**src/rtl/lfsr_seq_ctrl_pkg.sv**
```systemverilog
// lfsr_seq_ctrl_pkg: shared FSM state codes and default feedback masks for the LFSR sequencer
package lfsr_seq_ctrl_pkg;

  typedef enum logic [1:0] {
    S_IDLE  = 2'd0,
    S_ARMED = 2'd1,
    S_RUN   = 2'd2
  } state_t;

  // Maximal-length feedback masks for widths 3..8; other widths fall back to the 4-bit mask.
  function automatic logic [15:0] default_taps(input int w);
    case (w)
      3:       return 16'b110;
      5:       return 16'b10100;
      6:       return 16'b110000;
      7:       return 16'b1100000;
      8:       return 16'b10111000;
      default: return 16'b1100;
    endcase
  endfunction

endpackage

```
**src/rtl/lfsr_seq_ctrl_shift_reg.sv**
```systemverilog
// lfsr_shift_reg: Fibonacci LFSR state register with load, shift and combinational next state
module lfsr_shift_reg
  import lfsr_seq_ctrl_pkg::*;
#(
  parameter int               WIDTH = 4,
  parameter logic [WIDTH-1:0] TAPS  = WIDTH'(default_taps(WIDTH))
) (
  input  logic             clk_i,
  input  logic             rst_ni,
  input  logic             load_i,
  input  logic [WIDTH-1:0] seed_i,
  input  logic             shift_i,
  output logic [WIDTH-1:0] q_o,
  output logic [WIDTH-1:0] nxt_o
);

  logic [WIDTH-1:0] q_q;

  assign nxt_o = {q_q[WIDTH-2:0], ^(q_q & TAPS)};
  assign q_o   = q_q;

  // Load wins over shift so a rewind or reseed is never lost to a concurrent step.
  always_ff @(posedge clk_i) begin
    if (!rst_ni) q_q <= '0;
    else if (load_i) q_q <= seed_i;
    else if (shift_i) q_q <= nxt_o;
  end

endmodule

```
**src/rtl/lfsr_seq_ctrl.sv**
```systemverilog
// lfsr_seq_ctrl: seedable LFSR stream with valid/ready output and period measurement
module lfsr_seq_ctrl
  import lfsr_seq_ctrl_pkg::*;
#(
  parameter int               WIDTH = 4,
  parameter logic [WIDTH-1:0] TAPS  = WIDTH'(default_taps(WIDTH)),
  parameter int               CNT_W = WIDTH
) (
  input  logic             clk_i,
  input  logic             rst_ni,
  input  logic             seed_valid_i,
  input  logic [WIDTH-1:0] seed_i,
  output logic             seed_ready_o,
  input  logic             start_i,
  input  logic             stop_i,
  output logic             out_valid_o,
  input  logic             out_ready_i,
  output logic [WIDTH-1:0] out_data_o,
  output logic             out_bit_o,
  output logic             period_done_o,
  output logic [CNT_W-1:0] period_len_o,
  output logic             seed_err_o
);

  state_t           state_q, state_d;
  logic [WIDTH-1:0] seed_q, seed_d, lfsr, lfsr_nxt;
  logic [CNT_W-1:0] cnt_q, cnt_d, len_q, len_d;
  logic             err_q, err_d;
  logic             seed_acc, seed_good, xfer, wrap, stop_run;

  assign seed_ready_o  = state_q != S_RUN;
  assign out_valid_o   = state_q == S_RUN;
  assign out_data_o    = lfsr;
  assign out_bit_o     = lfsr[WIDTH-1];
  assign period_done_o = wrap;
  assign period_len_o  = len_q;
  assign seed_err_o    = err_q;

  assign seed_acc  = seed_valid_i && seed_ready_o;
  assign seed_good = seed_acc && |seed_i;
  assign xfer      = out_valid_o && out_ready_i;
  assign wrap      = xfer && lfsr_nxt == seed_q;
  assign stop_run  = out_valid_o && stop_i;

  // A stop rewinds to the stored seed; otherwise a good seed loads the register.
  lfsr_shift_reg #(.WIDTH(WIDTH), .TAPS(TAPS)) u_sr (
    .clk_i   (clk_i),
    .rst_ni  (rst_ni),
    .load_i  (seed_good || stop_run),
    .seed_i  (stop_run ? seed_q : seed_i),
    .shift_i (xfer),
    .q_o     (lfsr),
    .nxt_o   (lfsr_nxt)
  );

  // Next-state for the FSM, seed, step counter, period length and sticky seed error.
  always_comb begin
    state_d = state_q == S_IDLE  ? (seed_good ? S_ARMED : S_IDLE) :
              state_q == S_ARMED ? (start_i ? S_RUN : S_ARMED) :
                                   (stop_i ? S_ARMED : S_RUN);
    seed_d  = seed_good ? seed_i : seed_q;
    err_d   = seed_acc ? ~|seed_i : err_q;
    cnt_d   = stop_run || wrap ? '0 : xfer ? cnt_q + 1'b1 : cnt_q;
    len_d   = wrap ? cnt_q + 1'b1 : len_q;
  end

  // Control state register with synchronous active-low reset.
  always_ff @(posedge clk_i) begin
    if (!rst_ni) begin
      state_q <= S_IDLE;
      seed_q  <= '0;
      cnt_q   <= '0;
      len_q   <= '0;
      err_q   <= 1'b0;
    end else begin
      state_q <= state_d;
      seed_q  <= seed_d;
      cnt_q   <= cnt_d;
      len_q   <= len_d;
      err_q   <= err_d;
    end
  end

endmodule

```
**config.mk**
```make
export PLATFORM = sky130hd
export DESIGN_NAME = lfsr_seq_ctrl
export DESIGN_NICKNAME = d
export VERILOG_FILES = /design/src/rtl/lfsr_seq_ctrl_pkg.sv /design/src/rtl/lfsr_seq_ctrl_shift_reg.sv /design/src/rtl/lfsr_seq_ctrl.sv
export SDC_FILE = /design/constraint.sdc
export NUM_CORES = 1
export LEC_CHECK = 0
export CAP_MARGIN = 20
export CORE_MARGIN = 2
export CORE_UTILIZATION = 42
export DETAILED_ROUTE_END_ITERATION = 6
export GPL_TIMING_DRIVEN = 0
export PLACE_DENSITY = 0.78
export SLEW_MARGIN = 5
export SYNTH_ARGS = -nofsm -noshare
export SYNTH_HDL_FRONTEND = slang
export SYNTH_SLANG_ARGS = --single-unit
```
**constraint.sdc**
```tcl
create_clock -name clk_i -period 1.4 [get_ports clk_i]
set_input_delay 0.14 -clock clk_i [delete_from_list [all_inputs] [get_ports clk_i]]
set_output_delay 0.14 -clock clk_i [all_outputs]
set_load 0.1 [all_outputs]
```
==> results.tsv <==
stage	metric	value	unit
run_status	outcome	finished with violations	
run_status	violated checks	setup timing	
floorplanning	Die H	52.2	um
yosys	Gate Count Post-Synth	102	
pwr	P_leak	0.608	nW
critical_path	WP data arrival	1.47	ns
global_routing	GRT overflow	0	
clock_tree	Sink Count	19	
finish	Ant. Diodes	0	
detailed_routing	drt wl/cell	15.5	um
floorplanning	initial core utilization	0.441	
timing	Tmin final	1.61	ns
global_routing	largest net degree at the start of global routing	11	
yosys	top_reg_cell synth	dfxtp_1	
yosys	Commonest cells post-synth	dfxtp_1 (19), nand2_1 (7), xor2_1 (5)	
timing	Max Freq	0.620	GHz
floorplanning	die span in x	52.2	um
yosys	Synth area leaders	dfxtp_1 (39%), xor2_1 (4.5%), mux2i_1 (4.1%)	
finish	Register Area	408	sq um
place	IO buf count	21	
timing	Final Slew Violations	0	
floorplanning	Core ar.	2210	sq um
clock_tree	CTS root buf	clkbuf_4	
timing	Tcrit/Tclk final	1.15	
detailed_routing	post-route ant nets	0	
timing	setup_tns	-0.332	ns
floorplanning	Die ar.	2730	sq um
finish	Post-layout nets	151	
timing	worst hold slack	0.177	ns
critical_path	critical-path maximum fanout	2	
floorplanning	I/O pins	23	
global_routing	number of global-route vias before repair	889	
detailed_routing	Routed WL	2590	um
detailed_routing	Via density	5.57	
detailed_routing	Remaining DRCs	0	
global_routing	initial antenna violation count	0	
yosys	ys async rst share	0	
yosys	Netlist Area Pre-Place	976	sq um
finish	fillers	183	
yosys	library cells used by synthesis	36	
yosys	post-synth net total	113	
yosys	Post-synth EDFFs	0	
critical_path	CP Capture Type	primary output	
min_path	hold crit path type	in2reg	
finish	Layout Utilization	0.683	
detailed_routing	Initial DRC Count	15	
yosys	register area share after synthesis	0.390	
yosys	post-synth top area share	0.390	
yosys	top-count cell post-synth	dfxtp_1	
pwr	Overall Power	1.33	mW
place	gp weighted congestion	0.760	
finish	area of the multi-input gates	667	sq um
clock_tree	CTS tree	built	
detailed_routing	total number of vias	930	
yosys	cell taking the most area after synthesis	dfxtp_1	
global_routing	first-pass GRT wire length	4000	um
run	max cap viols	0	
critical_path	Critical Path Start Type	register	
critical_path	CP Cell Sequence	xnor2_4 > mux2i_4 > and2_4 > buf_12	
detailed_routing	drt pass-1 iters	4	
timing	skew final	0.00180	ns
finish	area delta synth->final	54.9	%
pwr	Peak supply drop	489	uV
clock_tree	hold buffer count at CTS	0	
timing	worst setup margin	-0.212	ns
clock_tree	CTS Buf Count	3	
clock_tree	H-tree depth	1	
finish	ratio of cells with drive above 1 in the final layout	0.460	
clock_tree	Clk pin slew, worst setup/hold paths	0.11	ns
timing	slew of the pin with the lowest slew margin	0.548	ns
yosys	Seq cells post-synth	19	
critical_path	CP max-delay cell	dfxtp_4	
place	hpwl dp	1680	um
place	pre-CTS setup slack	-1.58	ns
yosys	Synth Area per Inst	9.57	sq um
clock_tree	clk_lat worst skew	0.30	ns
timing	Worst slew margin	0.637	
yosys	Ys Warns	0	
floorplanning	row count	17	
timing	Final setup viols	4	
critical_path	worst stage delay on the critical path	0.38	ns
critical_path	Worst EP required	1.26	ns
timing	RSZ-0062 raised after global routing	true	
global_routing	Tot GR Track Use	0.203	
timing	Final Hold Vio Count	0	
clock_tree	Max Root-Sink Buffers	2	
critical_path	Crit Path Class	reg2out	
pwr	pwr/cell area	878	nW/um^2
==> where the power goes <==
part	internal (mW)	leakage (nW)	total (mW)	switching, mW
Combinational	0.173	0.432	0.437	0.264
Clock	0.111	0.0150	0.291	0.179
Sequential	0.567	0.160	0.599	0.0317
Total	0.851	0.608	1.33	0.475
==> per-layer routing <==
metal | GRT usage | up-vias | wire length [um]
met3 | 0.0400 | 6 | 105
met1 | 0.245 | 447 | 1110
li1 | - | 449 | -
met5 | 0 | - | 0
met2 | 0.333 | 28 | 1330
met4 | 0.115 | 0 | 44
==> worst max-delay path: cells and delay by family, from the launching register on <==
family	cells	cell delay, ns
XOR/XNOR	1	0.19
multiplexers	1	0.25
flip-flops	1	0.38
AND/OR/NAND/NOR	1	0.18
buffers and inverters	1	0.17
==> flip-flops by register name, indices dropped and copies added (netlist names) <==
name and flops:
seed_err_o 1, u_sr.q_o 4, period_len_o 4, state_q 2
cnt_q 4, seed_q 4
==> repair_timing <==
item / in CTS / in global routing
setup endpoints to repair: 25 / 17
gates resized for setup: 71 / 23
pin swaps: 5 / 5
buffers inserted: 8 / 5
cloned: 0 / 0
==> stage by stage <==
step           instance area [sq um]  instances
6_report                        1510        167
5_1_grt                         1510        167
4_1_cts                         1440        162
3_5_place_dp                    1300        151
3_3_place_gp                    1300        151
2_1_floorplan                   1060        102
==> cells by family (layout without fill, tap and decap cells) <==
logic type / count (synthesis) / in the layout / share of synthesized area
multiplexers: 4 / 4 / 0.0410
flip-flops: 19 / 19 / 0.390
AO/OA/AOI/OAI: 26 / 26 / 0.226
adder cells (fa/ha/maj): 1 / 1 / 0.0128
buffers and inverters: 7 / 44 / 0.0359
XOR/XNOR: 9 / 9 / 0.0808
AND/OR/NAND/NOR: 36 / 36 / 0.214
==> layout by cell type, fill, tap and decap left out, drive strengths merged, types with 5 or more instances in the layout <==
cell	n
dfxtp	19
buf	22
clkbuf	7
nor3	5
nand3	5
xor2	5
nand2	7
==> final timing paths <==
check / startpoint / end / slack (ns) / cells past startpoint
worst min-delay path: seed_i[0] / seed_q[0]$_SDFFE_PN0P_ / 0.18 / 3
worst max register to register: seed_q[0]$_SDFFE_PN0P_ / period_len_o[1]$_SDFFE_PN0P_ / -0.07 / 6
worst max-delay path: seed_q[0]$_SDFFE_PN0P_ / period_done_o / -0.21 / 4
worst min register to register: period_len_o[0]$_SDFFE_PN0P_ / period_len_o[0]$_SDFFE_PN0P_ / 0.47 / 2
==> final cells by class <==
type	instances	share of cell area
Buffer	5	0.0265
Clock buffer	4	0.0174
Inverter	1	0.00579
Multi-Input combinational cell	76	0.441
Sequential cell	19	0.270
Tap cell	28	0.0232
Timing Repair Buffer	34	0.216
Power figures use the tool's default switching activity.
